==> src/rtl/fetch_pkg.sv <==
// rtl/fetch_pkg.sv - shared types and constants for the instruction fetch stage
package fetch_pkg;

    localparam int INSTR_BYTES = 4;
    localparam int FETCH_XLEN  = 32;

    typedef enum logic [1:0] {
        BOOT,
        RUN,
        HALT
    } fetch_state_e;

    typedef struct packed {
        logic [FETCH_XLEN-1:0] pc;
        logic [FETCH_XLEN-1:0] instr;
        logic                  fault;
    } fetch_entry_t;

endpackage

==> src/rtl/fetch_fifo.sv <==
// rtl/fetch_fifo.sv - synchronous entry FIFO; flush beats push and swallows a same-cycle pop
module fetch_fifo #(
    parameter int  DEPTH   = 4,
    parameter type entry_t = logic
) (
    input  logic                       clk,
    input  logic                       reset,
    input  logic                       push,
    input  entry_t                     push_data,
    input  logic                       pop,
    input  logic                       flush,
    output logic [$clog2(DEPTH+1)-1:0] count,
    output entry_t                     head
);

    localparam int CW = $clog2(DEPTH + 1);
    localparam int PW = $clog2(DEPTH);

    entry_t          mem [DEPTH];
    logic [PW-1:0]   rd_ptr;
    logic [PW-1:0]   wr_ptr;
    logic [CW-1:0]   cnt;

    // Pointers wrap explicitly so non-power-of-two depths work.
    function automatic logic [PW-1:0] bump(input logic [PW-1:0] p);
        return (p == PW'(DEPTH - 1)) ? '0 : p + PW'(1);
    endfunction

    always_ff @(posedge clk or posedge reset) begin
        if (reset) begin
            rd_ptr <= '0;
            wr_ptr <= '0;
            cnt    <= '0;
            for (int i = 0; i < DEPTH; i++) begin
                mem[i] <= '0;
            end
        end else if (flush) begin
            rd_ptr <= '0;
            wr_ptr <= '0;
            cnt    <= '0;
        end else begin
            if (push) begin
                mem[wr_ptr] <= push_data;
                wr_ptr      <= bump(wr_ptr);
            end
            if (pop) begin
                rd_ptr <= bump(rd_ptr);
            end
            if (push && !pop) begin
                cnt <= cnt + CW'(1);
            end else if (pop && !push) begin
                cnt <= cnt - CW'(1);
            end
        end
    end

    assign count = cnt;
    assign head  = mem[rd_ptr];

endmodule

==> src/rtl/rom_fetch_unit.sv <==
// rtl/rom_fetch_unit.sv - ROM instruction fetch with buffered valid/ready output and redirect
// Optional fault detection and HALT state under macro FETCH_FAULT_EN.
module rom_fetch_unit
    import fetch_pkg::*;
#(
    parameter int              XLEN       = 32,
    parameter int              ADDR_W     = 5,
    parameter int              FIFO_DEPTH = 4,
    parameter logic [XLEN-1:0] RESET_PC   = '0
) (
    input  logic              clk,
    input  logic              reset,
    output logic              rom_en,
    output logic [ADDR_W-1:0] rom_addr,
    input  logic [XLEN-1:0]   rom_data,
    output logic              inst_valid,
    input  logic              inst_ready,
    output logic [XLEN-1:0]   inst_data,
    output logic [XLEN-1:0]   inst_pc,
    input  logic              redirect_valid,
    input  logic [XLEN-1:0]   redirect_pc,
    output logic              fetch_fault,
    output logic              busy
);

    localparam int CW = $clog2(FIFO_DEPTH + 1);

`ifdef FETCH_FAULT_EN
    typedef struct packed {
        logic [XLEN-1:0] pc;
        logic [XLEN-1:0] instr;
        logic            fault;
    } entry_t;
    logic req_fault;
`else
    typedef struct packed {
        logic [XLEN-1:0] pc;
        logic [XLEN-1:0] instr;
    } entry_t;
`endif

    fetch_state_e    state;
    fetch_state_e    state_next;
    logic [XLEN-1:0] pc;
    logic [XLEN-1:0] req_pc;
    logic            pending;
    logic            issue;
    logic            fault_issue;
    logic            room;
    logic            push;
    logic            pop;
    logic [CW-1:0]   count;
    entry_t          push_data;
    entry_t          head;
    entry_t          shown;
    entry_t          out;

    // Counting the in-flight request guarantees a response never meets a full FIFO.
    assign room = ({1'b0, count} + {{CW{1'b0}}, pending}) < (CW+1)'(FIFO_DEPTH);
    assign push = pending && !redirect_valid;
    assign pop  = inst_valid && inst_ready;

    always_ff @(posedge clk or posedge reset) begin
        if (reset) begin
            state <= BOOT;
        end else begin
            state <= state_next;
        end
    end

    always_comb begin
        state_next = state;
        case (state)
            BOOT:    state_next = RUN;
            RUN:     if (fault_issue) state_next = HALT;
            HALT:    if (redirect_valid) state_next = RUN;
            default: state_next = BOOT;
        endcase
    end

    always_comb begin
        issue       = 1'b0;
        fault_issue = 1'b0;
        if (state == RUN && !redirect_valid && room) begin
            issue = 1'b1;
`ifdef FETCH_FAULT_EN
            fault_issue = (pc[1:0] != 2'b00) || (|pc[XLEN-1:ADDR_W+2]);
`endif
        end
        rom_en   = issue && !fault_issue;
        rom_addr = rom_en ? pc[ADDR_W+1:2] : '0;
    end

    always_ff @(posedge clk or posedge reset) begin
        if (reset) begin
            pc        <= RESET_PC;
            req_pc    <= '0;
            pending   <= 1'b0;
            shown     <= '0;
`ifdef FETCH_FAULT_EN
            req_fault <= 1'b0;
`endif
        end else begin
            if (redirect_valid) begin
                pc      <= redirect_pc;
                pending <= 1'b0;
            end else begin
                pending <= issue;
                if (issue) begin
                    pc        <= pc + XLEN'(INSTR_BYTES);
                    req_pc    <= pc;
`ifdef FETCH_FAULT_EN
                    req_fault <= fault_issue;
`endif
                end
            end
            if (pop) begin
                shown <= head;
            end
        end
    end

    always_comb begin
        push_data    = '0;
        push_data.pc = req_pc;
`ifdef FETCH_FAULT_EN
        push_data.fault = req_fault;
        push_data.instr = req_fault ? '0 : rom_data;
`else
        push_data.instr = rom_data;
`endif
    end

    fetch_fifo #(
        .DEPTH   (FIFO_DEPTH),
        .entry_t (entry_t)
    ) u_fifo (
        .clk       (clk),
        .reset     (reset),
        .push      (push),
        .push_data (push_data),
        .pop       (pop),
        .flush     (redirect_valid),
        .count     (count),
        .head      (head)
    );

    // While empty the outputs hold the last entry handed over, not stale FIFO slots.
    assign inst_valid = (count != '0);
    assign out        = inst_valid ? head : shown;
    assign inst_data  = out.instr;
    assign inst_pc    = out.pc;
`ifdef FETCH_FAULT_EN
    assign fetch_fault = inst_valid && out.fault;
`else
    assign fetch_fault = 1'b0;
`endif
    assign busy = pending || inst_valid;

endmodule

==> config.mk <==
export PLATFORM = sky130hd
export DESIGN_NAME = rom_fetch_unit
export DESIGN_NICKNAME = d
export VERILOG_FILES = /design/src/rtl/fetch_pkg.sv /design/src/rtl/fetch_fifo.sv /design/src/rtl/rom_fetch_unit.sv
export SDC_FILE = /design/constraint.sdc
export NUM_CORES = 1
export LEC_CHECK = 0
export ABC_AREA = 1
export CORE_ASPECT_RATIO = 1.75
export CORE_UTILIZATION = 63
export CTS_CLUSTER_SIZE = 24
export DETAILED_ROUTE_END_ITERATION = 7
export HOLD_SLACK_MARGIN = 0.12
export PLACE_DENSITY_LB_ADDON = 0.2
export SLEW_MARGIN = 20
export SYNTH_ARGS = -nofsm -noshare
export SYNTH_HDL_FRONTEND = slang
export SYNTH_SLANG_ARGS = --single-unit
==> constraint.sdc <==
create_clock -name clk -period 24 [get_ports clk]
set_clock_uncertainty 0.15 [all_clocks]
set_input_delay 2.4 -clock clk [delete_from_list [all_inputs] [get_ports clk]]
set_output_delay 2.4 -clock clk [all_outputs]
set_load 0.01 [all_outputs]
==> impl_results.md <==
* GRT Resource Usage Total at 0.3094
* Layout cells sized above 1 at 0.04087
* Die Wd at 129.3 um
* Setup Slack @ Placement at 16,710 ps
* Drt pass-1 iters at 6
* Remaining antenna violation count after routing at 0
* Chip height at 224.8 um
* Worst-case clock buffer depth at 3
* Remaining DRCs at 0
* Post-synth cell types at 32
* Reg2Reg Setup Slack at 20,670 ps
* # hold bufs at CTS at 0
* Vias in the first global route at 14,880
* Crit path from: redirect_valid
* Slew @ Worst Pin at 981.8 ps
* RSZ-0062 raised after global routing: no
* IO Count at 141
* Post-CTS setup buffer count at 0
* WL final at 43,030 um
* Final hold vios at 0
* Synthesized area per cell at 8.378 um2
* Area of the multi-input gates at 6878 um2
* Largest net degree at the start of global routing at 185
* Max Transition Viols Final at 0
* Hold Crit Depth at 2
* Crit path kind: input pin to output pin
* Hold crit path type: flop to flop
* Reg clk slew, reported paths at 60 ps
* Fill cells at 2,157
* Worst hold start: u_fifo.mem[129]
* Ant diodes at 0
* Worst path cell trace: clkdlybuf4s50_1 -> buf_4 -> nor2_1 -> nand3_2 -> buf_4 -> inv_1 -> clkdlybuf4s50_1
* Worst setup EP type: output pin
* Cts repair resizes at 0
* Area of the mapped netlist at 17,860 um2
* Top cell family by delay on the critical path: buffers and inverters
* FF-to-FF path depth at 5
* Synth Instances at 2,132
* Net count after synthesis at 2,207
* Clock latency on the worst-skew pair at 530 ps
* Worst Path Required at 21,450 ps
* Setup TNS at 0 ps
* Reg2Reg Capture Point: shown[54]
* Number of DRC markers in iteration 0 at 1,272
* # setup viols final at 0
* Vias at 15,010
* Area Overhead vs Synth at 14.09%
* Register Area at 9839 um2
* Final nets at 2,255
* Setup slack after layout at 16,690 ps
* Synth Warn # at 0
* Max FO, Critical Path at 64
* Seq/Total Area, Yosys at 0.5506
* VDD IR-drop max at 112.0 uV
* Minimum clock period at 7306 ps
* Total power divided by cell area at 130.0 nW/um2
* Slowest-stage cell, CP: buf_4
* GP Congestion at 0.9654
* Starting Density at 0.6409
* Clock root buffer: clkbuf_16
* Yosys reg bits at 393
* CP Launch Type: input pin
* Grt total ovfl at 0
* Rel. slew slack at 0.3455
* Status: completed
* CORE AREA at 27,870 um2
* Initial antenna violation count at 0
* CTS Buf Count at 36
* LEAKAGE at 9.386 nW
* HPWL Detailed at 25,560 um
* Reg2reg start: u_fifo.rd_ptr[0]
* Critical Path Max Stage Delay at 530 ps
* Max Cap Violations at 0
* Die footprint at 29,060 um2
* Std-Cell Rows at 81
* WP buf/inv at 5
* Vias per Instance at 5.829
* Sink Count at 393
* Max H-tree Level at 2
* Routed wire length per instance at 16.71 um
* Arr. time, crit path at 4760 ps
* Buffers on Ports at 139
* Hold endpoint: u_fifo.mem[129]
* Tcrit/Tclk final at 0.3044
* CTS tree: built
* First-pass GRT wire length at 71,530 um
* Fmax at 136.9 MHz
-- how the worst max path moves through the flow --
stage,depth (start not counted),end,slack (ps)
2_1_floorplan,1,pc[0],10520
3_3_place_gp,7,rom_en,16740
3_5_place_dp,7,rom_en,16710
4_1_cts,7,rom_en,16700
5_1_grt,7,rom_en,16550
6_report,7,rom_en,16690
-- layout make-up --
type                       instances  area share
sequential                       393      0.4828
multi-input combinational       1463      0.3375
timing repair buffer             153     0.07404
clock buffer                      55     0.05513
inverter                         133     0.02505
tap                              373     0.02290
clock inverter                     5    0.002579
-- registers in the layout (all words and copies together), names as in the netlist --
| signal | cells |
|---|---|
| pc | 32 |
| pending | 1 |
| req_pc | 32 |
| shown | 64 |
| state | 1 |
| u_fifo.count | 3 |
| u_fifo.mem | 256 |
| u_fifo.rd_ptr | 2 |
| u_fifo.wr_ptr | 2 |
-- cell usage in the layout, fill, tap and decap left out, types with 2 or more instances in the layout --
cell / count
nand2_1: 520
dfrtp_1: 391
o21ai_1: 289
o21ai_0: 270
nor2_1: 193
clkdlybuf4s50_1: 139
inv_1: 128
o22a_1: 64
nand3_1: 55
clkbuf_16: 37
a21oi_1: 14
clkbuf_8: 13
buf_4: 13
nand4_1: 9
nand3b_1: 7
o21bai_1: 7
o211ai_1: 6
ha_1: 6
nand2_4: 5
clkbuf_1: 5
clkinv_2: 4
nor2_2: 3
nor2_4: 3
inv_2: 2
xnor2_1: 2
conb_1: 2
-- power by group --
| part | total (mW) | internal [mW] | switching, mW |
|---|---|---|---|
| sequential | 0.992 | 0.868 | 0.124 |
| clock | 0.575 | 0.332 | 0.243 |
| combinational | 1.08 | 0.452 | 0.632 |
| total | 2.65 | 1.65 | 0.999 |
-- synth_stat cells, drive strengths merged --
master    n  share of area
ha        6         0.0042
o221ai    1        0.00049
o21ai   559           0.16
fa        1         0.0011
o22a     64          0.031
nor2    199          0.043
nand2   526           0.11
inv     133          0.028
clkbuf   42         0.0089
dfrtp   393           0.55
a21oi    14         0.0039
o211ai    6         0.0025
nor3      1        0.00028
xor2      1        0.00049
o21bai    7         0.0029
nand4     9         0.0032
xnor2     2        0.00098
conb      2        0.00042
buf     101          0.030
nand3b    7         0.0029
and2      1        0.00035
nand3    57          0.017
-- stage by stage --
stage / hold slack [ps] / instance area, um2 / util / power (mW) / cells
floorplan: 303.0 / 17860 / - / 1.658 / 2132
global route: 354.6 / 20380 / 0.7312 / 2.825 / 2575
finish: 334.9 / 20380 / 0.7312 / 2.650 / 2575
CTS: 338.4 / 20380 / 0.7312 / 2.655 / 2575
detailed placement: 322.8 / 19200 / 0.6890 / 2.076 / 2515
global placement: 315.9 / 19200 / 0.6890 / 2.035 / 2515
-- worst min-delay path, cell delays in order, from the launching register on --
cell and delay [ps]:
dfrtp_1 340, nand2_1 50, o21ai_1 60
-- metal layers --
metal,GRT usage,share of wire,up-vias
met5,0,0,-
met4,0.1472,0.037,0
met3,0.03639,0.050,105
met2,0.5330,0.51,507
met1,0.3850,0.40,7276
li1,-,-,7121
-- kinds of logic (layout without fill, tap and decap cells) --
kind of cell,after synthesis,count (layout),synth area share
adders and majority gates,7,7,0.005324
AOI/OAI and AO/OA,651,651,0.1979
buffers and inverters,276,346,0.06676
and+or+nand+nor,800,800,0.1776
DFF,393,393,0.5506
other,2,2,0.0004204
xor gates and xnor gates,3,3,0.001471
Power figures use the tool's default switching activity.
